### src/rtl/exec_pkg.sv
// Shared constants, opcode map and opcode validity check for the EX stage.
package exec_pkg;

  localparam int XLEN = 32;
  localparam int REGW = 5;
  localparam int IMMW = 10;
  localparam int OPW  = 7;

  localparam logic [OPW-1:0] OP_ADD  = 7'h00;
  localparam logic [OPW-1:0] OP_SUB  = 7'h01;
  localparam logic [OPW-1:0] OP_MUL  = 7'h02;
  localparam logic [OPW-1:0] OP_AND  = 7'h03;
  localparam logic [OPW-1:0] OP_OR   = 7'h04;
  localparam logic [OPW-1:0] OP_XOR  = 7'h05;
  localparam logic [OPW-1:0] OP_SLL  = 7'h06;
  localparam logic [OPW-1:0] OP_SRL  = 7'h07;
  localparam logic [OPW-1:0] OP_SRA  = 7'h08;
  localparam logic [OPW-1:0] OP_SLT  = 7'h09;
  localparam logic [OPW-1:0] OP_ADDI = 7'h0A;
  localparam logic [OPW-1:0] OP_LDB  = 7'h10;
  localparam logic [OPW-1:0] OP_LDW  = 7'h11;
  localparam logic [OPW-1:0] OP_STB  = 7'h12;
  localparam logic [OPW-1:0] OP_STW  = 7'h13;
  localparam logic [OPW-1:0] OP_MOV  = 7'h14;

  // True for every opcode the EX stage implements; anything else becomes a no-op.
  function automatic logic is_valid_opcode(input logic [OPW-1:0] op);
    return (op <= OP_ADDI) || ((op >= OP_LDB) && (op <= OP_MOV));
  endfunction

endpackage

### src/rtl/execution_alu.sv
// Combinational ALU / address generator for the EX stage.
module execution_alu
  import exec_pkg::*;
(
  input  logic [OPW-1:0]  opcode,
  input  logic [XLEN-1:0] src1,
  input  logic [XLEN-1:0] src2,
  input  logic [XLEN-1:0] imm,
  output logic [XLEN-1:0] alu_out,
  output logic            valid
);

  logic [4:0] shamt;
  assign shamt = src2[4:0];

  // Opcode decode; unsupported opcodes give zero and deassert valid.
  always_comb begin
    alu_out = '0;
    valid   = is_valid_opcode(opcode);
    unique case (opcode)
      OP_ADD:  alu_out = src1 + src2;
      OP_SUB:  alu_out = src1 - src2;
      OP_MUL:  alu_out = src1 * src2;
      OP_AND:  alu_out = src1 & src2;
      OP_OR:   alu_out = src1 | src2;
      OP_XOR:  alu_out = src1 ^ src2;
      OP_SLL:  alu_out = src1 << shamt;
      OP_SRL:  alu_out = src1 >> shamt;
      OP_SRA:  alu_out = $unsigned($signed(src1) >>> shamt);
      OP_SLT:  alu_out = {{(XLEN-1){1'b0}}, ($signed(src1) < $signed(src2))};
      OP_ADDI,
      OP_LDB,
      OP_LDW,
      OP_STB,
      OP_STW:  alu_out = src1 + imm;
      OP_MOV:  alu_out = src1;
      default: alu_out = '0;
    endcase
  end

endmodule

### src/rtl/execution_stage.sv
// EX pipeline stage: sign-extends the immediate, runs the ALU and registers
// result and destination index with a single cycle of latency.
module execution_stage
  import exec_pkg::*;
(
  input  logic            clk,
  input  logic            rst_n,
  input  logic [OPW-1:0]  opcode,
  input  logic [REGW-1:0] dstin,
  input  logic [XLEN-1:0] src1,
  input  logic [XLEN-1:0] src2,
  input  logic [IMMW-1:0] offsetlo,
  output logic [XLEN-1:0] result,
  output logic [REGW-1:0] dstout
);

  logic [XLEN-1:0] imm;
  logic [XLEN-1:0] alu_out;
  logic            valid;
  logic [XLEN-1:0] result_d, result_q;
  logic [REGW-1:0] dst_d, dst_q;

  assign imm = {{(XLEN-IMMW){offsetlo[IMMW-1]}}, offsetlo};

  execution_alu u_alu (
    .opcode  (opcode),
    .src1    (src1),
    .src2    (src2),
    .imm     (imm),
    .alu_out (alu_out),
    .valid   (valid)
  );

  // Invalid opcodes retarget writeback to r0 with a zero result.
  always_comb begin
    result_d = valid ? alu_out : '0;
    dst_d    = valid ? dstin   : '0;
  end

  // Output register, cleared asynchronously.
  always_ff @(posedge clk or negedge rst_n) begin
    if (!rst_n) begin
      result_q <= '0;
      dst_q    <= '0;
    end else begin
      result_q <= result_d;
      dst_q    <= dst_d;
    end
  end

  assign result = result_q;
  assign dstout = dst_q;

endmodule

### config.mk
export PLATFORM = sky130hd
export DESIGN_NAME = execution_stage
export DESIGN_NICKNAME = d
export VERILOG_FILES = /design/src/rtl/exec_pkg.sv /design/src/rtl/execution_alu.sv /design/src/rtl/execution_stage.sv
export SDC_FILE = /design/constraint.sdc
export NUM_CORES = 2
export LEC_CHECK = 0
export ABC_CLOCK_PERIOD_IN_PS = 800
export CAP_MARGIN = 20
export CORE_ASPECT_RATIO = 1.2
export CORE_MARGIN = 4
export CORE_UTILIZATION = 55
export CTS_CLUSTER_DIAMETER = 40
export DETAILED_ROUTE_END_ITERATION = 8
export DONT_BUFFER_PORTS = 1
export PLACE_DENSITY_LB_ADDON = 0.12
export SLEW_MARGIN = 0
export SYNTH_ARGS = -nofsm -noshare
export SYNTH_HDL_FRONTEND = slang
export SYNTH_HIERARCHICAL = 1
export SYNTH_SLANG_ARGS = --single-unit
### constraint.sdc
create_clock -name clk -period 0.8 [get_ports clk]
set_input_delay 0.12 -clock clk [delete_from_list [all_inputs] [get_ports clk]]
set_output_delay 0.12 -clock clk [all_outputs]
set_load 0.01 [all_outputs]
==> summary.txt <==
RSZ-0062 raised after global routing -> yes
Post-synthesis sequential area ratio -> 0.03618
Post-synth EDFFs -> 0
Number of global-route vias before repair -> 30080
Max IR drop VDD -> 5.294 mV
Slew headroom -> 0.2568
Post-detail-place hpwl -> 99030 um
Chip width -> 204.9 um
Top FF cell, synth -> dfrtp_1
Crit path buffers/inverters -> 7
Largest net degree at the start of global routing -> 106
Net Switching -> 85580 uW
Core ar. -> 0.04595 mm^2
Clk pwr share -> 0.013
Worst path arrival time -> 7.27 ns
Multi-input gate area -> 0.02384 mm^2
Layout cells sized above 1 -> 0.3013
Pleak -> 0.01599 uW
Synth-to-Final Area Change -> 29.82%
Slowest Stage Delay on Critical Path -> 0.57 ns
PortBufs -> 0
Syn Nets -> 3914
# rows -> 86
Cts hold-fix bufs -> 5
Fin. Hold Viols -> 37
First-pass GRT wire length -> 190400 um
Ys async rst share -> 1.000
Initial Utilization -> 0.5570
CP required -> 1.00 ns
CTS sink count -> 37
Num CTS Buffers -> 5
Final period utilization -> 8.837
Sequential Area -> 937.1 um^2
Final Core Density -> 0.7231
Hold Path Class -> input pin to asynchronous set/reset pin
Post-Synthesis Cells -> 3165
Commonest non-fill, non-tap cell in the layout -> buf_4
Sequential share of power -> 0.012
Yosys warns -> 6
Crit-path slowest cell -> fa_1
H-tree depth -> 2
Max-Cap Viols -> 0
Minimum clock period -> 7.070 ns
Startpoint type of the worst setup path -> input pin
Overflow after GRT -> 0
Total track usage -> 0.5187
I/O pins -> 125
Chip height -> 244.3 um
Kind of critical path -> input pin to flip-flop
Via count -> 29250
Fmax -> 141.5 MHz
Clock transition at path regs -> 0.07 ns
Failing checks -> DRC, hold timing, setup timing
Nets -> 4432
Routability cong. -> 1.100
Power Dens Cells -> 4807 mW/mm^2
# DRC -> 1
Clk buf depth -> 2
Die area -> 0.05006 mm^2
Avg Cell Area, Syn -> 8.086 um^2
Fill count -> 3322
Comb power frac -> 0.974
Yosys cell types -> 83
Slew Limit Fails -> 0
Root buffer cell -> clkbuf_16
Final WS setup -> -6.270 ns
Drt wl/cell -> 31.87 um
Routed Antenna Nets -> 0
CP Capture Type -> flip-flop
Crit-path leading delay family -> adder cells
Worst Hold Slack -> -0.5016 ns
CTS tree -> built
Most frequent cells in the layout -> buf_4 (627), nor2_1 (444), inv_1 (433)
Pre-antenna DRT Iters -> 9
Status -> finished with violations
DRT Wirelength -> 137300 um
Cell Area, Synth -> 0.02559 mm^2
Setup violators final -> 69
FF+latch count, synth -> 37
DRT iter0 DRCs -> 4462
Least-Margin Pin Slew -> 1.105 ns
Maximum fanout along the worst path -> 60
Initial antenna violation count -> 12
Total power -> 159700 uW
Int Pwr -> 74120 uW
DR vias/cell -> 6.789
Sw Ratio -> 0.5359
CP most frequent cell -> fa_1
[final cells by class]
cell class	instances	share of cell area
clock buffers	5	0.003766
flip-flops and latches	37	0.02821
well taps	616	0.02320
clock inverters	3	0.0005272
multi-input cells	2467	0.7176
inverters	480	0.05720
diodes	8	0.0006025
repair buffers	692	0.1689
[cell families after synthesis]
logic type / after synthesis / synth area share
simple gates: 1007 / 0.1678
buf+inv: 661 / 0.09797
fa+ha+maj: 661 / 0.4434
compound gates: 551 / 0.1437
xor+xnor: 131 / 0.04483
mux: 117 / 0.06610
flops: 37 / 0.03618
[sequential cells by signal, summed over array words and instances (netlist names)]
| register | count |
|---|---|
| result | 32 |
| dstout | 5 |
[synth_stat cells (20+ instances only)]
cell type	n	area share
a211oi_1	27	0.0079
a21oi_1	144	0.028
a22oi_1	21	0.0062
and2_2	37	0.011
buf_1	27	0.0040
clkbuf_1	135	0.020
dfrtp_1	37	0.036
fa_1	410	0.32
ha_1	251	0.12
inv_1	465	0.068
mux2_2	46	0.020
mux2i_1	34	0.013
mux4_2	37	0.033
nand2_1	308	0.045
nand3_1	24	0.0047
nor2_1	499	0.073
nor3_1	33	0.0065
o211ai_1	33	0.0097
o21ai_0	120	0.023
o221ai_1	20	0.0068
or3_1	20	0.0049
xnor2_1	99	0.034
xor2_1	32	0.011
[repair_timing]
| action | CTS | global route |
|---|---|---|
| pin swaps | 118 | 104 |
| endpoints found under the hold margin | 42 | 37 |
| gates resized for setup | 246 | 139 |
| gates cloned | 0 | 2 |
| setup endpoints to repair | 74 | 74 |
| setup buffers | 34 | 25 |
[per-stage QoR]
| stage | TNS (ns) | worst slack [ns] | hold slack (ns) | cell area [um^2] | cells |
|---|---|---|---|---|---|
| 2_1_floorplan | -157.67 | -6.331 | -0.1756 | 26120 | 3165 |
| 3_3_place_gp | -169.30 | -6.684 | -0.1743 | 30850 | 4239 |
| 3_5_place_dp | -172.13 | -6.686 | -0.1744 | 30850 | 4239 |
| 4_1_cts | -152.85 | -5.950 | -0.5040 | 32420 | 4280 |
| 5_1_grt | -162.82 | -6.350 | -0.5036 | 33210 | 4303 |
| 6_report | -161.02 | -6.270 | -0.5016 | 33220 | 4308 |
[final timing paths]
check                           from    endpoint  slack, ns  cells after the start
worst min-delay path           rst_n  result[28]      -0.50                      0
max in group asynchronous      rst_n   result[0]       1.18                      0
min in group clk           opcode[5]  result[31]       0.17                      3
worst max-delay path         src2[4]  result[25]      -6.27                     27
[power groups by stage]
stage / Sequential (uW) / Clock (uW) / Combinational [uW]
CTS: 1960 / 2170 / 136000
detailed placement: 1990 / 0 / 118000
global placement: 1990 / 0 / 115000
floorplan: 1980 / 0 / 73800
global route: 1960 / 2180 / 159000
finish: 1960 / 2140 / 156000
[layer usage]
metal / GRT usage / up-vias / routed length [um]
met3: 0.1589 / 1185 / 19050
met5: 0 / - / 94
met4: 0.4434 / 9 / 17230
met2: 0.7847 / 2754 / 57090
met1: 0.5961 / 13980 / 43830
li1: - / 11320 / -
Note: power is estimated with default switching activity, not from simulation.
